[src/rtl/bram_bist_pkg.sv]
// rtl/bram_bist_pkg.sv - shared state encodings, pattern modes and pattern function for the BRAM BIST
package bram_bist_pkg;

    typedef enum logic [2:0] {
        IDLE  = 3'd0,
        WRITE = 3'd1,
        READ  = 3'd2,
        DRAIN = 3'd3,
        DONE  = 3'd4
    } state_t;

    localparam logic [1:0] MODE_ADDR  = 2'd0;
    localparam logic [1:0] MODE_INV   = 2'd1;
    localparam logic [1:0] MODE_XOR   = 2'd2;
    localparam logic [1:0] MODE_CONST = 2'd3;

    // Computed at 32 bits; callers zero-extend inputs and keep the low DWIDTH bits.
    function automatic logic [31:0] pattern(input logic [1:0]  mode,
                                            input logic [31:0] seed,
                                            input logic [31:0] addr);
        case (mode)
            MODE_ADDR: return addr;
            MODE_INV:  return ~addr;
            MODE_XOR:  return seed ^ addr;
            default:   return seed;
        endcase
    endfunction

endpackage

[src/rtl/bram_bist_ctrl_if.sv]
// rtl/bram_bist_ctrl_if.sv - single-port memory bus between the BIST controller and the BRAM
interface bram_bist_ctrl_if #(
    parameter int DWIDTH = 8,
    parameter int AWIDTH = 8
);
    logic [AWIDTH-1:0] addr0;
    logic [DWIDTH-1:0] d0;
    logic              ce0;
    logic              we0;
    logic [DWIDTH-1:0] q0;

    modport master (output addr0, output d0, output ce0, output we0, input q0);
    modport slave  (input addr0, input d0, input ce0, input we0, output q0);
endinterface

[src/rtl/bram_bist_pattern.sv]
// rtl/bram_bist_pattern.sv - combinational test pattern generator for one address
module bram_bist_pattern
    import bram_bist_pkg::*;
#(
    parameter int DWIDTH = 8,
    parameter int AWIDTH = 8
) (
    input  logic [1:0]        mode,
    input  logic [DWIDTH-1:0] seed,
    input  logic [AWIDTH-1:0] addr,
    output logic [DWIDTH-1:0] data
);

    logic [31:0] pat_full;
    logic        unused_pat;

    assign pat_full   = pattern(mode, 32'(seed), 32'(addr));
    assign data       = pat_full[DWIDTH-1:0];
    assign unused_pat = ^pat_full;

endmodule

[src/rtl/bram_bist_ctrl.sv]
// rtl/bram_bist_ctrl.sv - write/readback BIST sequencer for an external single-port BRAM
module bram_bist_ctrl
    import bram_bist_pkg::*;
#(
    parameter int DWIDTH = 8,
    parameter int AWIDTH = 8,
    parameter int RD_LAT = 1,
    parameter int CW     = AWIDTH + 1
) (
    input  logic              clk,
    input  logic              reset_n,
    input  logic              i_run,
    input  logic              i_abort,
    input  logic [CW-1:0]     i_num_cnt,
    input  logic [AWIDTH-1:0] i_start_addr,
    input  logic [1:0]        i_mode,
    input  logic [DWIDTH-1:0] i_seed,
    bram_bist_ctrl_if.master  mem,
    output logic              o_idle,
    output logic              o_write,
    output logic              o_read,
    output logic              o_drain,
    output logic              o_done,
    output logic [CW-1:0]     o_err_cnt,
    output logic [AWIDTH-1:0] o_first_err_addr,
    output logic              o_pass,
    output logic              o_aborted
);

    state_t            state;
    logic [CW-1:0]     num_cnt;
    logic [AWIDTH-1:0] start_addr;
    logic [1:0]        mode;
    logic [DWIDTH-1:0] seed;
    logic [CW-1:0]     k;

    logic              pipe_vld  [RD_LAT];
    logic [AWIDTH-1:0] pipe_addr [RD_LAT];
    logic [DWIDTH-1:0] pipe_exp  [RD_LAT];

    logic [AWIDTH-1:0] cur_addr;
    logic [DWIDTH-1:0] pat_wr;
    logic [DWIDTH-1:0] pat_exp;
    logic              active;
    logic              abort_now;
    logic              last_word;
    logic              cmp_vld;
    logic              mismatch;
    logic [CW-1:0]     err_next;

    assign cur_addr  = start_addr + k[AWIDTH-1:0];
    assign active    = (state == WRITE) || (state == READ) || (state == DRAIN);
    assign abort_now = i_abort && active;
    assign last_word = (k == num_cnt - CW'(1));

    // Compares landing in the abort cycle belong to the discarded run.
    assign cmp_vld  = pipe_vld[RD_LAT-1] && !abort_now;
    assign mismatch = cmp_vld && (mem.q0 != pipe_exp[RD_LAT-1]);
    assign err_next = o_err_cnt + CW'(mismatch);

    bram_bist_pattern #(.DWIDTH(DWIDTH), .AWIDTH(AWIDTH)) u_pat_wr (
        .mode (mode),
        .seed (seed),
        .addr (cur_addr),
        .data (pat_wr)
    );

    bram_bist_pattern #(.DWIDTH(DWIDTH), .AWIDTH(AWIDTH)) u_pat_exp (
        .mode (mode),
        .seed (seed),
        .addr (cur_addr),
        .data (pat_exp)
    );

    always_comb begin
        mem.addr0 = '0;
        mem.d0    = '0;
        mem.ce0   = 1'b0;
        mem.we0   = 1'b0;
        if (state == WRITE) begin
            mem.addr0 = cur_addr;
            mem.d0    = pat_wr;
            mem.ce0   = !i_abort;
            mem.we0   = !i_abort;
        end else if (state == READ) begin
            mem.addr0 = cur_addr;
            mem.ce0   = !i_abort;
        end
    end

    // Expected word and address ride alongside the memory's read latency.
    always_ff @(posedge clk or negedge reset_n) begin
        if (!reset_n) begin
            for (int i = 0; i < RD_LAT; i++) begin
                pipe_vld[i]  <= 1'b0;
                pipe_addr[i] <= '0;
                pipe_exp[i]  <= '0;
            end
        end else if (abort_now) begin
            for (int i = 0; i < RD_LAT; i++) begin
                pipe_vld[i] <= 1'b0;
            end
        end else begin
            pipe_vld[0]  <= (state == READ);
            pipe_addr[0] <= cur_addr;
            pipe_exp[0]  <= pat_exp;
            for (int i = 1; i < RD_LAT; i++) begin
                pipe_vld[i]  <= pipe_vld[i-1];
                pipe_addr[i] <= pipe_addr[i-1];
                pipe_exp[i]  <= pipe_exp[i-1];
            end
        end
    end

    always_ff @(posedge clk or negedge reset_n) begin
        if (!reset_n) begin
            state            <= IDLE;
            num_cnt          <= '0;
            start_addr       <= '0;
            mode             <= MODE_ADDR;
            seed             <= '0;
            k                <= '0;
            o_err_cnt        <= '0;
            o_first_err_addr <= '0;
            o_pass           <= 1'b0;
            o_aborted        <= 1'b0;
        end else begin
            if (mismatch) begin
                o_err_cnt <= err_next;
                if (o_err_cnt == '0) begin
                    o_first_err_addr <= pipe_addr[RD_LAT-1];
                end
            end
            if (abort_now) begin
                state     <= DONE;
                k         <= '0;
                o_pass    <= 1'b0;
                o_aborted <= 1'b1;
            end else begin
                case (state)
                    IDLE: begin
                        if (i_run) begin
                            num_cnt          <= i_num_cnt;
                            start_addr       <= i_start_addr;
                            mode             <= i_mode;
                            seed             <= i_seed;
                            k                <= '0;
                            o_err_cnt        <= '0;
                            o_first_err_addr <= '0;
                            o_aborted        <= 1'b0;
                            o_pass           <= (i_num_cnt == '0);
                            state            <= (i_num_cnt == '0) ? DONE : WRITE;
                        end
                    end
                    WRITE: begin
                        if (last_word) begin
                            state <= READ;
                            k     <= '0;
                        end else begin
                            k <= k + CW'(1);
                        end
                    end
                    READ: begin
                        if (last_word) begin
                            state <= DRAIN;
                            k     <= '0;
                        end else begin
                            k <= k + CW'(1);
                        end
                    end
                    DRAIN: begin
                        if (k == CW'(RD_LAT - 1)) begin
                            state  <= DONE;
                            k      <= '0;
                            o_pass <= (err_next == '0);
                        end else begin
                            k <= k + CW'(1);
                        end
                    end
                    DONE:    state <= IDLE;
                    default: state <= IDLE;
                endcase
            end
        end
    end

    assign o_idle  = (state == IDLE);
    assign o_write = (state == WRITE);
    assign o_read  = (state == READ);
    assign o_drain = (state == DRAIN);
    assign o_done  = (state == DONE);

endmodule

[src/flat_wrapper.sv]
// flat-port wrapper written by rule: the top's interface ports become plain ports
module bram_bist_ctrl_flat import bram_bist_pkg::*;
#(
    parameter int DWIDTH = 8,
    parameter int AWIDTH = 8,
    parameter int RD_LAT = 1,
    parameter int CW     = AWIDTH + 1
)
  (clk, reset_n, i_run, i_abort, i_num_cnt, i_start_addr, i_mode, i_seed, o_idle, o_write, o_read, o_drain, o_done, o_err_cnt, o_first_err_addr, o_pass, o_aborted, mem_addr0, mem_d0, mem_ce0, mem_we0, mem_q0);
  bram_bist_ctrl_if #(.DWIDTH(DWIDTH), .AWIDTH(AWIDTH)) mem_i ();
  input  logic clk;
  input  logic reset_n;
  input  logic i_run;
  input  logic i_abort;
  input  logic [CW-1:0] i_num_cnt;
  input  logic [AWIDTH-1:0] i_start_addr;
  input  logic [1:0] i_mode;
  input  logic [DWIDTH-1:0] i_seed;
  output logic o_idle;
  output logic o_write;
  output logic o_read;
  output logic o_drain;
  output logic o_done;
  output logic [CW-1:0] o_err_cnt;
  output logic [AWIDTH-1:0] o_first_err_addr;
  output logic o_pass;
  output logic o_aborted;
  output wire logic [$bits(mem_i.addr0)-1:0] mem_addr0;
  output wire logic [$bits(mem_i.d0)-1:0] mem_d0;
  output wire logic [$bits(mem_i.ce0)-1:0] mem_ce0;
  output wire logic [$bits(mem_i.we0)-1:0] mem_we0;
  input wire logic [$bits(mem_i.q0)-1:0] mem_q0;
  assign mem_addr0 = mem_i.addr0;
  assign mem_d0 = mem_i.d0;
  assign mem_ce0 = mem_i.ce0;
  assign mem_we0 = mem_i.we0;
  assign mem_i.q0 = mem_q0;
  bram_bist_ctrl #(.DWIDTH(DWIDTH), .AWIDTH(AWIDTH), .RD_LAT(RD_LAT), .CW(CW)) u_core (.clk(clk), .reset_n(reset_n), .i_run(i_run), .i_abort(i_abort), .i_num_cnt(i_num_cnt), .i_start_addr(i_start_addr), .i_mode(i_mode), .i_seed(i_seed), .mem(mem_i), .o_idle(o_idle), .o_write(o_write), .o_read(o_read), .o_drain(o_drain), .o_done(o_done), .o_err_cnt(o_err_cnt), .o_first_err_addr(o_first_err_addr), .o_pass(o_pass), .o_aborted(o_aborted));
endmodule
[config.mk]
export PLATFORM = sky130hd
export DESIGN_NAME = bram_bist_ctrl_flat
export DESIGN_NICKNAME = d
export VERILOG_FILES = /design/src/rtl/bram_bist_pkg.sv /design/src/rtl/bram_bist_ctrl_if.sv /design/src/rtl/bram_bist_pattern.sv /design/src/rtl/bram_bist_ctrl.sv /design/src/flat_wrapper.sv
export SDC_FILE = /design/constraint.sdc
export NUM_CORES = 1
export LEC_CHECK = 0
export ABC_AREA = 1
export CORE_ASPECT_RATIO = 0.9
export CORE_MARGIN = 2
export CORE_UTILIZATION = 53
export CTS_CLUSTER_SIZE = 30
export DETAILED_ROUTE_END_ITERATION = 12
export PLACE_DENSITY = 0.77
export SLEW_MARGIN = 10
export SYNTH_ARGS = -nofsm -noshare
export SYNTH_HDL_FRONTEND = slang
export SYNTH_SLANG_ARGS = --single-unit
[constraint.sdc]
create_clock -name clk -period 3.16 [get_ports clk]
set_input_delay 0.632 -clock clk [delete_from_list [all_inputs] [get_ports clk]]
set_output_delay 0.632 -clock clk [all_outputs]
set_load 0.005 [all_outputs]
# Yosys cells after proc, flatten, opt, wreduce, memory -nomap -nowiden
# Index checks and enable logic that the tools add are counted.
# op_classes
addsub,4
n_eq_ne,12
muxes,36
bitwise,3
n_reduce_logical,23
# ops
cell,n
$mux 9,8
$mux 8,8
$logic_not 9->1,4
$pmux 9 s3,1
$pmux 8 s3,1
$mux 3,6
$pmux 3 s4,1
$mux 1,10
$add 9x1->9,1
$add 9x1->9 const B,1
$eq 9x9->1,1
$ne 3x1->1 const B,3
$sub 9x1->9 const B,1
$add 8x8->8,1
$ne 8x8->1,1
$not 8->8,1
$xor 8x8->8,1
$eq 3x2->1 const B,2
$reduce_and 3->1,2
$reduce_and 2->1,2
$reduce_and 4->1,1
$reduce_bool 2->1,2
$reduce_bool 4->1,1
$eq 3x1->1 const B,1
13 further kinds,17
# totals
ff_bits,75
input_bits,39
out_inout_bits,42

# Depth between registers and ports, before layout
# Gate-level depths: netlist (run 1).
# logic_depth
word_depth,12
depth_mapped,18
depth_no_buf,18

# Hierarchy
# From an unflattened synthesis (run 1), not the netlist that was laid out.
# hier_totals
cells_unflattened,675
hier_area_um2,4758.3
# by_module_without_submodules
mod,n_inst,cells_each,area_each_um2
bram_bist_ctrl,1,555,4272.8
bram_bist_pattern,2,60,242.7

# Worst setup path before layout (run 1)
# Ideal clock, no wire load.
# synth_timing
path_kind,register -> output
from,reg u_core.k[0]
to,out mem_d0[4]
arrival_time_ns,1.986
t_required_ns,2.528
slack_ns,0.542
stages_incl_launch_ff,10
n_path_buf,0
path_cell_list,dfrtp_1 -> ha_1 -> fa_1 -> nand3_1 -> nand3_1 -> xor2_1 -> nand2_1 -> o21ai_1 -> xor2_1 -> and2_1
# synth_between
elab_chain_len,4
# synth_lines
element,line,rtl
"start, declared",bram_bist_ctrl.sv:35,logic [CW-1:0] k;
"start signal, assigned",bram_bist_ctrl.sv:160,k <= k + CW'(1);
"start signal, assigned",bram_bist_ctrl.sv:168,k <= k + CW'(1);
"start signal, assigned",bram_bist_ctrl.sv:177,k <= k + CW'(1);
$add 8x8->8 *,bram_bist_ctrl.sv:51,assign cur_addr = start_addr + k[AWIDTH-1:0];
$xor 8x8->8 or $not 8->8 (tied branches),"bram_bist_pkg.sv:24, bram_bist_pkg.sv:23",
$pmux 8 s3 *,bram_bist_pkg.sv:21,case (mode)
$mux 8 *,bram_bist_ctrl.sv:80,if (state == WRITE) begin
"end, declared",flat_wrapper.sv:29,output wire logic [$bits(mem_i.d0)-1:0] mem_d0;
# Every way passes the cells marked *; elsewhere a longest branch is shown, timed or not.

# Final worst setup path (run 1)
# layout_timing
from,reg u_core.start_addr[1]
to,out mem_addr0[2]
# layout_between
elab_chain_len,3
# layout_lines
element,line,rtl
"start, declared",bram_bist_ctrl.sv:32,logic [AWIDTH-1:0] start_addr;
"start signal, assigned",bram_bist_ctrl.sv:144,start_addr <= i_start_addr;
$add 8x8->8 *,bram_bist_ctrl.sv:51,
$mux 8,bram_bist_ctrl.sv:85,end else if (state == READ) begin
$mux 8 *,bram_bist_ctrl.sv:80,
"end, declared",flat_wrapper.sv:28,output wire logic [$bits(mem_i.addr0)-1:0] mem_addr0;
# Marked as above.

==> metrics.md, run 1 <==
| Metric | Value |
|---|---|
| Total core area | 8150 sq um |
| CTS root buf | sky130_fd_sc_hd__clkbuf_8 |
| Clock latency on the worst-skew pair | 0.36 ns |
| Number of enable-type register cells in the synthesized netlist | 0 |
| Status | complete, no violations |
| Post-DRT Antenna Nets | 0 |
| Sum of net half-perimeters after detailed placement | 9.10 mm |
| Global-route total usage across every layer | 28.3% |
| DIE AREA | 9220 sq um |
| Router iterations before antenna repair | 5 |
| TritonCTS Buffers | 9 |
| Routed vias/inst | 5.31 |
| Critical path endpoint category | output port |
| Number of storage elements in the synthesis netlist | 75 |
| Final worst hold slack | 0.332 ns |
| First element of the critical path | u_core.start_addr[1] |
| Post-route DRC violation count | 0 |
| Endpoint of the most critical register-to-register path | u_core.o_pass |
| Final worst path period share | 97.3% |
| Final instance count without filler cells | 826 |
| Worst path slowest cell | sky130_fd_sc_hd__clkdlybuf4s50_1 |
| Number of ports placed on the die boundary | 81 |
| Mapped Area | 4490 sq um |
| Flop-to-flop setup slack | 0.67 ns |
| Chip Height | 91.3 um |
| Synth Warn # | 0 |
| 1st-iter DRT viols | 251 |
| Number of cells on the worst reg-to-reg path | 15 |
| Sequential fraction of the synthesis area | 41.8% |
| Most frequent CP cell | sky130_fd_sc_hd__buf_4 |
| Number of hold violations in the final report | 0 |
| Mapped Nets | 664 |
| CTS H-Tree Depth | 3 |
| Final Net Count | 774 |
| Port buffer count | 80 |
| CTS hold repair buffers | 0 |
| Residual overflow from global routing | 0 |
| Critical Path Start Type | flip-flop |
| End of the critical path | mem_addr0[2] |
| Post-route cell area | 5980 sq um |
| Reg-to-Reg Start | u_core.pipe_exp[0] |
| Max stage delay on crit path | 0.51 ns |
| First-pass GRT wire length | 20.6 mm |
| Clk buf depth | 2 |
| Vias | 4,388 |
| Fin crit period | 3.08 ns |
| Crit path arrival time | 2.44 ns |
| Post-place instance area | 5490 sq um |
| Max-cap violation count | 0 |
| Clock tree from TritonCTS | yes |
| Final worst-path setup slack | 0.0838 ns |
| Cell Chain, Critical Path | buf_4, fa_2, buf_4, xor2_4, inv_1, nor2_1, clkdlybuf4s50_1 |
| Leakage power total | 3.02 nW |
| Total Wirelength | 12.4 mm |
| Last weighted congestion value of the routability-driven placer | 0.862 |
| Required time reported for the critical path endpoint | 2.53 ns |
| Clock transition at the registers of the reported paths | 0.09 ns |
| Ys async rst share | 100% |
| Main synth FF type | sky130_fd_sc_hd__dfrtp_1 |
| Cell variety after synth | 37 |
| Finished Core Util | 73.4% |
| Path type of the worst setup path | flip-flop to output port |
| Clock Skew | 0.0125 ns |
| Initial antenna violation count | 0 |
| Worst setup timing slack at the placement stage | 0.0210 ns |
| Pin count of the biggest net entering global routing | 44 |
| Layout Area Growth over Synthesis | 33.2% |
| F_max | 325 MHz |
| X dimension of the die | 101 um |
| Transition time at the pin with the least slew margin | 0.773 ns |
| Number of clock sinks | 75 |
| Max-slew headroom at the worst pin | 48.5% |
| Floorplan row count | 31 |
| Post-Synthesis Mean Instance Area | 7.33 sq um |
| Vias in the first global route | 4,289 |
| Crit path depth | 7 |
| Fraction of final layout cells with drive strength greater than 1 | 13.6% |
| Largest driver fanout on the critical path | 3 |
| Number of antenna cells inserted | 0 |
| Total power per unit cell area | 927 nW/um^2 |
| Worst IR drop on VDD | 454 uV |
| Hold WC Path Type | input port to asynchronous set/reset pin |
| Final setup vio count | 0 |
| Starting Density | 55.1% |
| Cell total after placement | 796 |
| Number of max-slew violations in the final report | 0 |
| Gate count after technology mapping | 612 |
| Worst path bufs/invs | 4 |
| Cell type group with the largest total delay on the critical path | buffers and inverters |
| Wire length per cell after detailed routing | 15.0 um |
repair_timing:
item | 4_1_cts | 5_1_grt
gates resized for setup | 30 | 11
endpoints found under the setup margin | 11 | 8
setup buffers | 8 | 6
pin swaps | 11 | 7
placed cells by master (no fill, tap or decap), drive strengths merged, types with 4 or more instances in the layout:
cell type and count:
inv 79, clkdlybuf4s50 69, buf 35, dlymetal6s2s 4, nand4 10, o21ai 49
nand3 42, dlygate4sd2 4, dfrtp 75, nor2 57, nor3 12, xnor2 5
ha 12, o211ai 6, xor2 20, nand2 196, a21oi 21, clkbuf 10
through the flow:
step	setup TNS, ns	total power, W
final	0	0.00554
after global routing	-0.00741	0.00596
after CTS	-0.00563	0.00545
after detailed placement	0	0.00437
after global placement	0	0.00428
after floorplan	0	0.00329
kinds of logic after synthesis:
logic type               count (synthesis)  synth area share (%)
flip-flops                              75                  41.8
AO/OA/AOI/OAI                           81                  9.65
AND/OR/NAND/NOR                        325                  31.1
adder cells (fa/ha/maj)                 13                  3.79
buffers and inverters                   92                  8.28
XOR/XNOR                                26                  5.38
sequential cells by signal, indices dropped and copies added, names as in the netlist:
name                     flops
u_core.o_first_err_addr      8
u_core.start_addr            8
u_core.pipe_vld              1
u_core.num_cnt               9
u_core.o_err_cnt             9
u_core.o_pass                1
u_core.pipe_addr             8
u_core.k                     9
u_core.o_aborted             1
u_core.pipe_exp              8
u_core.mode                  2
u_core.state                 3
u_core.seed                  8
routing by layer:
layer  GRT usage (%)  wire length [um]
met5               0                 0
met4            6.64               155
met3            5.16               720
met2            46.7              5900
met1            38.6              5600
worst min-delay path by stage:
stage,start,to,slack [ns],cells after the start
finish,reset_n,u_core.num_cnt[6],0.33,1
global route,reset_n,u_core.num_cnt[6],0.40,1
CTS,reset_n,u_core.num_cnt[6],0.35,1
detailed placement,u_core.seed[7],u_core.seed[7],0.46,2
global placement,u_core.start_addr[0],u_core.start_addr[0],0.46,2
floorplan,reset_n,u_core.k[0],0.34,0
cell usage after synthesis, types with 3 or more instances:
cell	instances	share of area, %
sky130_fd_sc_hd__nand2_1	193	16
sky130_fd_sc_hd__o211ai_1	6	1.0
sky130_fd_sc_hd__a21oi_1	21	2.3
sky130_fd_sc_hd__o21ai_0	26	2.9
sky130_fd_sc_hd__inv_2	14	1.2
sky130_fd_sc_hd__nand4_1	10	1.4
sky130_fd_sc_hd__clkbuf_1	9	0.75
sky130_fd_sc_hd__nor3_1	8	0.89
sky130_fd_sc_hd__nor4_1	3	0.42
sky130_fd_sc_hd__nor2_2	4	0.56
sky130_fd_sc_hd__xnor2_1	5	0.98
sky130_fd_sc_hd__buf_4	5	0.84
sky130_fd_sc_hd__nor2_1	53	4.4
sky130_fd_sc_hd__ha_1	12	3.3
sky130_fd_sc_hd__dfrtp_1	75	42
sky130_fd_sc_hd__o21ai_1	23	2.6
sky130_fd_sc_hd__inv_1	63	5.3
sky130_fd_sc_hd__xor2_1	20	3.9
sky130_fd_sc_hd__nand3_1	41	4.6
report_power, final:
part,total (W),switching [W],internal (W)
logic,0.00285,0.00158,0.00128
registers,0.00174,0.000383,0.00136
clock network,0.000942,0.000411,0.000532
area by class of cell:
cell class,instances,area (sq um)
repair buffers,114,1060
flip-flops and latches,75,1880
inverters,77,289
clock inverters,7,124
clock buffers,9,124
fillers,672,2170
multi-input cells,445,2380
well taps,99,124
(Power assumes the default switching activity.)
==> run 2: changes to the inputs <==
ABC_AREA = not set   (was 1)
PLACE_DENSITY = 0.78   (was 0.77)
==> metrics.md, run 2 <==
| Metric | Value |
|---|---|
| Status | finished with violations |
| Violated checks | negative setup slack |
| Final Net Count | 625 |
| Setup repair after global routing missed its margin | true |
| Clock latency on the worst-skew pair | 0.36 ns |
| X dimension of the die | 99.2 um |
| Number of cells on the worst reg-to-reg path | 15 |
| Post-route DRC violation count | 0 |
| Max stage delay on crit path | 0.40 ns |
| Flop-to-flop setup slack | 0.28 ns |
| Most frequent cells in the layout | sky130_fd_sc_hd__dfrtp_1, sky130_fd_sc_hd__clkdlybuf4s50_1, sky130_fd_sc_hd__nor2_1, sky130_fd_sc_hd__buf_4, sky130_fd_sc_hd__nand2_1 |
| Most numerous cell types in the synthesized netlist | sky130_fd_sc_hd__dfrtp_1, sky130_fd_sc_hd__nor2_1, sky130_fd_sc_hd__nand2_1 |
| Router iterations before antenna repair | 5 |
| Cell variety after synth | 60 |
| Finished Core Util | 73.5% |
| Cell total after placement | 645 |
| Post-Synthesis Mean Instance Area | 9.49 sq um |
| Fin crit period | 3.41 ns |
| Total power per unit cell area | 985 nW/um^2 |
| Leakage power total | 2.62 nW |
| Largest driver fanout on the critical path | 3 |
| Fraction of the mapped netlist area in simple logic gates | 19.1% |
| Synth Warn # | 0 |
| Clock transition at the registers of the reported paths | 0.08 ns |
| F_max | 293 MHz |
| TritonCTS Buffers | 9 |
| Most frequent CP cell | sky130_fd_sc_hd__a21oi_2 |
| Residual overflow from global routing | 0 |
| Clock Skew | 0.0110 ns |
| Number of clock sinks | 75 |
| Main synth FF type | sky130_fd_sc_hd__dfrtp_1 |
| Combinational family with the most area after synthesis | simple AND/OR/NAND/NOR gates |
| Sequential fraction of the synthesis area | 43.5% |
| Required time reported for the critical path endpoint | 2.53 ns |
| Reg-to-Reg Start | u_core.start_addr[0] |
| Final worst path period share | 108% |
| Number of storage elements in the synthesis netlist | 75 |
| CTS H-Tree Depth | 3 |
| Mapped Area | 4320 sq um |
| Mapped Nets | 507 |
| Sum of net half-perimeters after detailed placement | 7.82 mm |
| Hold WC Path Type | input port to asynchronous set/reset pin |
| Vias in the first global route | 3,589 |
| Chip Height | 89.6 um |
| Cell Chain, Critical Path | ha_2, fa_2, a21o_1, a21oi_2, o21bai_1, a21oi_2, xor2_1, buf_4, mux2i_2, a31oi_1, buf_2 |
| Number of max-slew violations in the final report | 0 |
| Endpoint of the most critical register-to-register path | u_core.pipe_exp[6] |
| Path type of the worst setup path | flip-flop to output port |
| Post-route cell area | 5880 sq um |
| Synthesized-area fraction occupied by adder cells | 4.17% |
| Fraction of synthesized area in multiplexers | 9.10% |
| Vias | 3,920 |
| Post-place instance area | 5420 sq um |
| Number of antenna cells inserted | 0 |
| Total Wirelength | 11.4 mm |
| DIE AREA | 8890 sq um |
| Largest cells by area after synthesis | sky130_fd_sc_hd__dfrtp_1, sky130_fd_sc_hd__mux2_2, sky130_fd_sc_hd__xnor2_1, sky130_fd_sc_hd__nor2_1, sky130_fd_sc_hd__ha_1 |
| First-pass GRT wire length | 17.6 mm |
| Most numerous cell in the Yosys netlist | sky130_fd_sc_hd__dfrtp_1 |
| Yosys top cell by area | sky130_fd_sc_hd__dfrtp_1 |
| Number of enable-type register cells in the synthesized netlist | 0 |
| Portion of synthesized cell area occupied by the leading cell type | 43.5% |
| Number of ports placed on the die boundary | 81 |
| CTS hold repair buffers | 0 |
| Worst IR drop on VDD | 460 uV |
| Worst path slowest cell | sky130_fd_sc_hd__dfrtp_1 |
| CTS root buf | sky130_fd_sc_hd__clkbuf_8 |
| Max-cap violation count | 0 |
| Ys async rst share | 100% |
| Final worst hold slack | 0.216 ns |
| Critical Path Start Type | flip-flop |
| 1st-iter DRT viols | 276 |
| Transition time at the pin with the least slew margin | 0.712 ns |
| Fraction of final layout cells with drive strength greater than 1 | 23.9% |
| Routed vias/inst | 5.79 |
| Final instance count without filler cells | 677 |
| Clock tree from TritonCTS | yes |
| Worst setup timing slack at the placement stage | -0.336 ns |
| Max-slew headroom at the worst pin | 52.6% |
| Port buffer count | 80 |
| Post-synthesis compound-gate area fraction | 13.1% |
| Number of hold violations in the final report | 0 |
| Critical path endpoint category | output port |
| Floorplan row count | 31 |
| Global-route total usage across every layer | 25.2% |
| Wire length per cell after detailed routing | 16.8 um |
| Final setup vio count | 5 |
| Most common library cell in the layout ignoring fill and taps | sky130_fd_sc_hd__dfrtp_1 |
| Initial antenna violation count | 0 |
| Layout Area Growth over Synthesis | 36.0% |
| Crit path arrival time | 2.78 ns |
| Cell type group with the largest total delay on the critical path | compound AO/OA/AOI/OAI gates |
| Worst path bufs/invs | 2 |
| Pin count of the biggest net entering global routing | 59 |
| Post-DRT Antenna Nets | 0 |
| Total core area | 7990 sq um |
| Starting Density | 54.1% |
| Registers with the most flip-flops | u_core.k: 9 flops, u_core.num_cnt: 9 flops, u_core.o_err_cnt: 9 flops |
| Clk buf depth | 2 |
| Gate count after technology mapping | 455 |
| Final worst-path setup slack | -0.254 ns |
| XOR/XNOR share of the synthesized area | 7.50% |
| Last weighted congestion value of the routability-driven placer | 0.896 |
-- run 2: report_power, final --
| part | internal [W] | switching, W |
|---|---|---|
| clock | 0.000450 | 0.000387 |
| sequential | 0.00133 | 0.000333 |
| combinational | 0.00169 | 0.00160 |
-- run 2: layer usage --
metal,up-vias,GRT usage (%),wire length [um],share of wire (%)
met4,0,7.47,254,2.2
li1,1839,-,-,-
met2,160,42.3,5500,48
met3,37,4.72,736,6.5
met5,-,0,0,0
met1,1884,33.9,4920,43
-- run 2: kinds of logic (layout without fill, tap and decap cells) --
kind of cell | Yosys count | in the layout
adder cells (fa/ha/maj) | 14 | 14
AND/OR/NAND/NOR | 168 | 168
flip-flops | 75 | 75
multiplexers | 36 | 36
buffers and inverters | 38 | 161
XOR/XNOR | 37 | 37
AO/OA/AOI/OAI | 87 | 87
-- run 2: final cells by class --
| type | instances | area (sq um) |
|---|---|---|
| multi-input cells | 342 | 2440 |
| fillers | 538 | 2110 |
| flip-flops and latches | 75 | 1880 |
| repair buffers | 131 | 1160 |
| clock buffers | 9 | 124 |
| well taps | 99 | 124 |
| clock inverters | 7 | 100 |
| inverters | 14 | 52.6 |
-- run 2: worst max-delay path by stage --
stage,from,end,cells past startpoint
3_5_place_dp,u_core.k[0],mem_d0[6],10
5_1_grt,u_core.start_addr[0],mem_d0[6],11
4_1_cts,u_core.k[1],mem_d0[7],10
6_report,u_core.start_addr[0],mem_d0[6],11
2_1_floorplan,u_core.k[0],mem_d0[6],9
3_3_place_gp,u_core.k[0],mem_d0[6],10
-- run 2: worst reg2reg max path, cell delays in order, from the launching register on --
cell and delay [ns]:
sky130_fd_sc_hd__dfrtp_1 0.40, sky130_fd_sc_hd__ha_2 0.22, sky130_fd_sc_hd__fa_2 0.35, sky130_fd_sc_hd__a21o_1 0.18, sky130_fd_sc_hd__a21oi_2 0.18, sky130_fd_sc_hd__o21bai_1 0.11, sky130_fd_sc_hd__a21oi_2 0.15, sky130_fd_sc_hd__xor2_1 0.18
sky130_fd_sc_hd__buf_4 0.18, sky130_fd_sc_hd__mux2i_2 0.23, sky130_fd_sc_hd__buf_4 0.14, sky130_fd_sc_hd__buf_4 0.09, sky130_fd_sc_hd__buf_4 0.08, sky130_fd_sc_hd__buf_4 0.09, sky130_fd_sc_hd__buf_4 0.09, sky130_fd_sc_hd__a41oi_1 0.10
-- run 2: per-stage QoR --
step / TNS (ns) / power [W]
after CTS: -0.321 / 0.00557
after floorplan: 0 / 0.00325
final: -0.673 / 0.00579
after detailed placement: -1.04 / 0.00443
after global placement: -0.533 / 0.00432
after global routing: -1.25 / 0.00615
-- run 2: timing repair --
item / CTS / global route
gates resized for setup: 39 / 22
setup endpoints to repair: 10 / 10
setup buffers: 13 / 4
endpoints found under the hold margin: 0 / 0
pin swaps: 13 / 7
==> patch: new RTL, config.mk and constraints of run 1 <==
`AWIDTH` is set to 8 in 4 places; all go to 10.
--- a/src/rtl/bram_bist_ctrl_if.sv
+++ b/src/rtl/bram_bist_ctrl_if.sv
@@ -1,7 +1,7 @@
 // rtl/bram_bist_ctrl_if.sv - single-port memory bus between the BIST controller and the BRAM
 interface bram_bist_ctrl_if #(
     parameter int DWIDTH = 8,
-    parameter int AWIDTH = 8
+    parameter int AWIDTH = 10
 );
     logic [AWIDTH-1:0] addr0;
     logic [DWIDTH-1:0] d0;
--- a/src/rtl/bram_bist_pattern.sv
+++ b/src/rtl/bram_bist_pattern.sv
@@ -3,7 +3,7 @@
     import bram_bist_pkg::*;
 #(
     parameter int DWIDTH = 8,
-    parameter int AWIDTH = 8
+    parameter int AWIDTH = 10
 ) (
     input  logic [1:0]        mode,
     input  logic [DWIDTH-1:0] seed,
--- a/src/rtl/bram_bist_ctrl.sv
+++ b/src/rtl/bram_bist_ctrl.sv
@@ -3,7 +3,7 @@
     import bram_bist_pkg::*;
 #(
     parameter int DWIDTH = 8,
-    parameter int AWIDTH = 8,
+    parameter int AWIDTH = 10,
     parameter int RD_LAT = 1,
     parameter int CW     = AWIDTH + 1
 ) (
--- a/src/flat_wrapper.sv
+++ b/src/flat_wrapper.sv
@@ -2,7 +2,7 @@
 module bram_bist_ctrl_flat import bram_bist_pkg::*;
 #(
     parameter int DWIDTH = 8,
-    parameter int AWIDTH = 8,
+    parameter int AWIDTH = 10,
     parameter int RD_LAT = 1,
     parameter int CW     = AWIDTH + 1
 )
Ports: changed (5 resized); port bits go from 81 to 91. No check against the original RTL was run, so the function may have changed too.
==> patch against run 1 <==
Final area is 19% higher. Non-clock buffer count grew 4. Largest power group unchanged. Die area rose by 19%. Power rose by 21%. Worst setup slack lost 0.081 ns. Sequential cell count up 12. Synthesized area up 20%. Worst hold slack worse by 0.0020 ns. Wire length grew 19%.
==> patch: results (changes against run 1) <==
Clock tree
  • Post-CTS Setup Repair Bufs: 4 (-4)
  • Clock latency on the worst-skew pair: 0.34 ns (-0.02 ns)
  • Clock slew at reported path FFs: 0.07 ns (-0.02 ns)
  • CTS Root Cell: clkbuf_16
  • CTS resizes: 33 (+10%)

Pwr
  • Leakage: 3.494 nW (+16%)
  • Worst VDD drop: 0.5146 mV (+13%)
  • Int Pwr: 3.782 mW (+19%)
  • Clock net power: 1.17 mW (+24%)
  • Net Switching: 2.902 mW (+22%)

Placement
  • IO Port Bufs: 90 (+13%)
  • Pre-CTS setup slack: 0.04895 ns (+0.02794 ns)
  • Routability cong.: 0.9255 (+7.3%)
  • HPWL after DPL: 10260 um (+13%)
  • Post-DP Area: 6450 sq um (+18%)
  • Inst Count DP: 952 (+20%)

Detailed routing
  • DR iter-0 viols: 418 (+67%)
  • WL met3: 789 um (+9.6%)
  • Met2 WL post-DR: 6906 um (+17%)
  • Final WL: 14670 um (+19%)
  • Routed len/inst: 15.00 um (+0.16%)
  • Avg Vias per Cell: 5.416 (+2.0%)

Floorplan
  • DIE WIDTH: 110.1 um (+9.0%)

Synth
  • Post-synth top cells: 233 x nand2_1, 87 x dfrtp_1, 80 x nor2_1
  • Register bit count reported by yosys: 87 (+16%)
  • Post-synth cell types: 36 (-2.7%)
  • Top area cells in the synthesized netlist: dfrtp_1 41%, nand2_1 16%, nor2_1 5.6%, nand3_1 5.2%, xor2_1 4.6%
  • Syn Nets: 800 (+20%)

Critical path
  • FF-to-FF setup slack: 0.59 ns (-0.08 ns)
  • Critical path's top delay family: adder cells
  • Crit-path max cell delay: 0.42 ns (-0.09 ns)
  • Reg2reg start: u_core.state[0]

GRT
  • Largest net degree at the start of global routing: 88 (+100%)
  • Met2 Track Usage GR: 44.27% (-2.4 points)
  • Vias in the first global route: 4982 (+16%)

Layout
  • Multi-input comb cells: 565 (+27%)
  • Fill cells: 791 (+18%)
  • Design area: 7094 sq um (+19%)
  • Reg area: 2182 sq um (+16%)
  • Share of cells above drive strength 1: 15.26% (+1.6 points)
  • Non-clk bufs: 118 (+3.5%)
  • Clock buf/inv share: 4.621% (+0.48 points)
  • Inverter count: 66 (-14%)

STA
  • Hold Slack: 0.3302 ns (-0.001984 ns)

Outcome
  • Status: complete, no violations
## patch: how the worst max path moves through the flow
| stage | from | to | slack [ns] | cells past startpoint |
|---|---|---|---|---|
| 6_report | u_core.start_addr[0] | mem_addr0[8] | 0.003 | 10 |
| 4_1_cts | u_core.start_addr[2] | mem_d0[5] | 0.002 | 10 |
| 3_3_place_gp | u_core.k[0] | mem_d0[6] | 0.12 | 10 |
| 3_5_place_dp | u_core.k[0] | mem_d0[6] | 0.05 | 10 |
| 2_1_floorplan | i_abort | u_core.o_pass | 0.59 | 18 |
| 5_1_grt | u_core.start_addr[0] | mem_d0[4] | -0.08 | 13 |
## patch: kinds of logic after synthesis
| group | Yosys count | share of synthesized area, % |
|---|---|---|
| AO/OA/AOI/OAI | 85 | 8.434 |
| adder cells (fa/ha/maj) | 15 | 3.635 |
| XOR/XNOR | 37 | 6.035 |
| buffers and inverters | 90 | 6.803 |
| flip-flops | 87 | 40.54 |
| AND/OR/NAND/NOR | 428 | 34.55 |
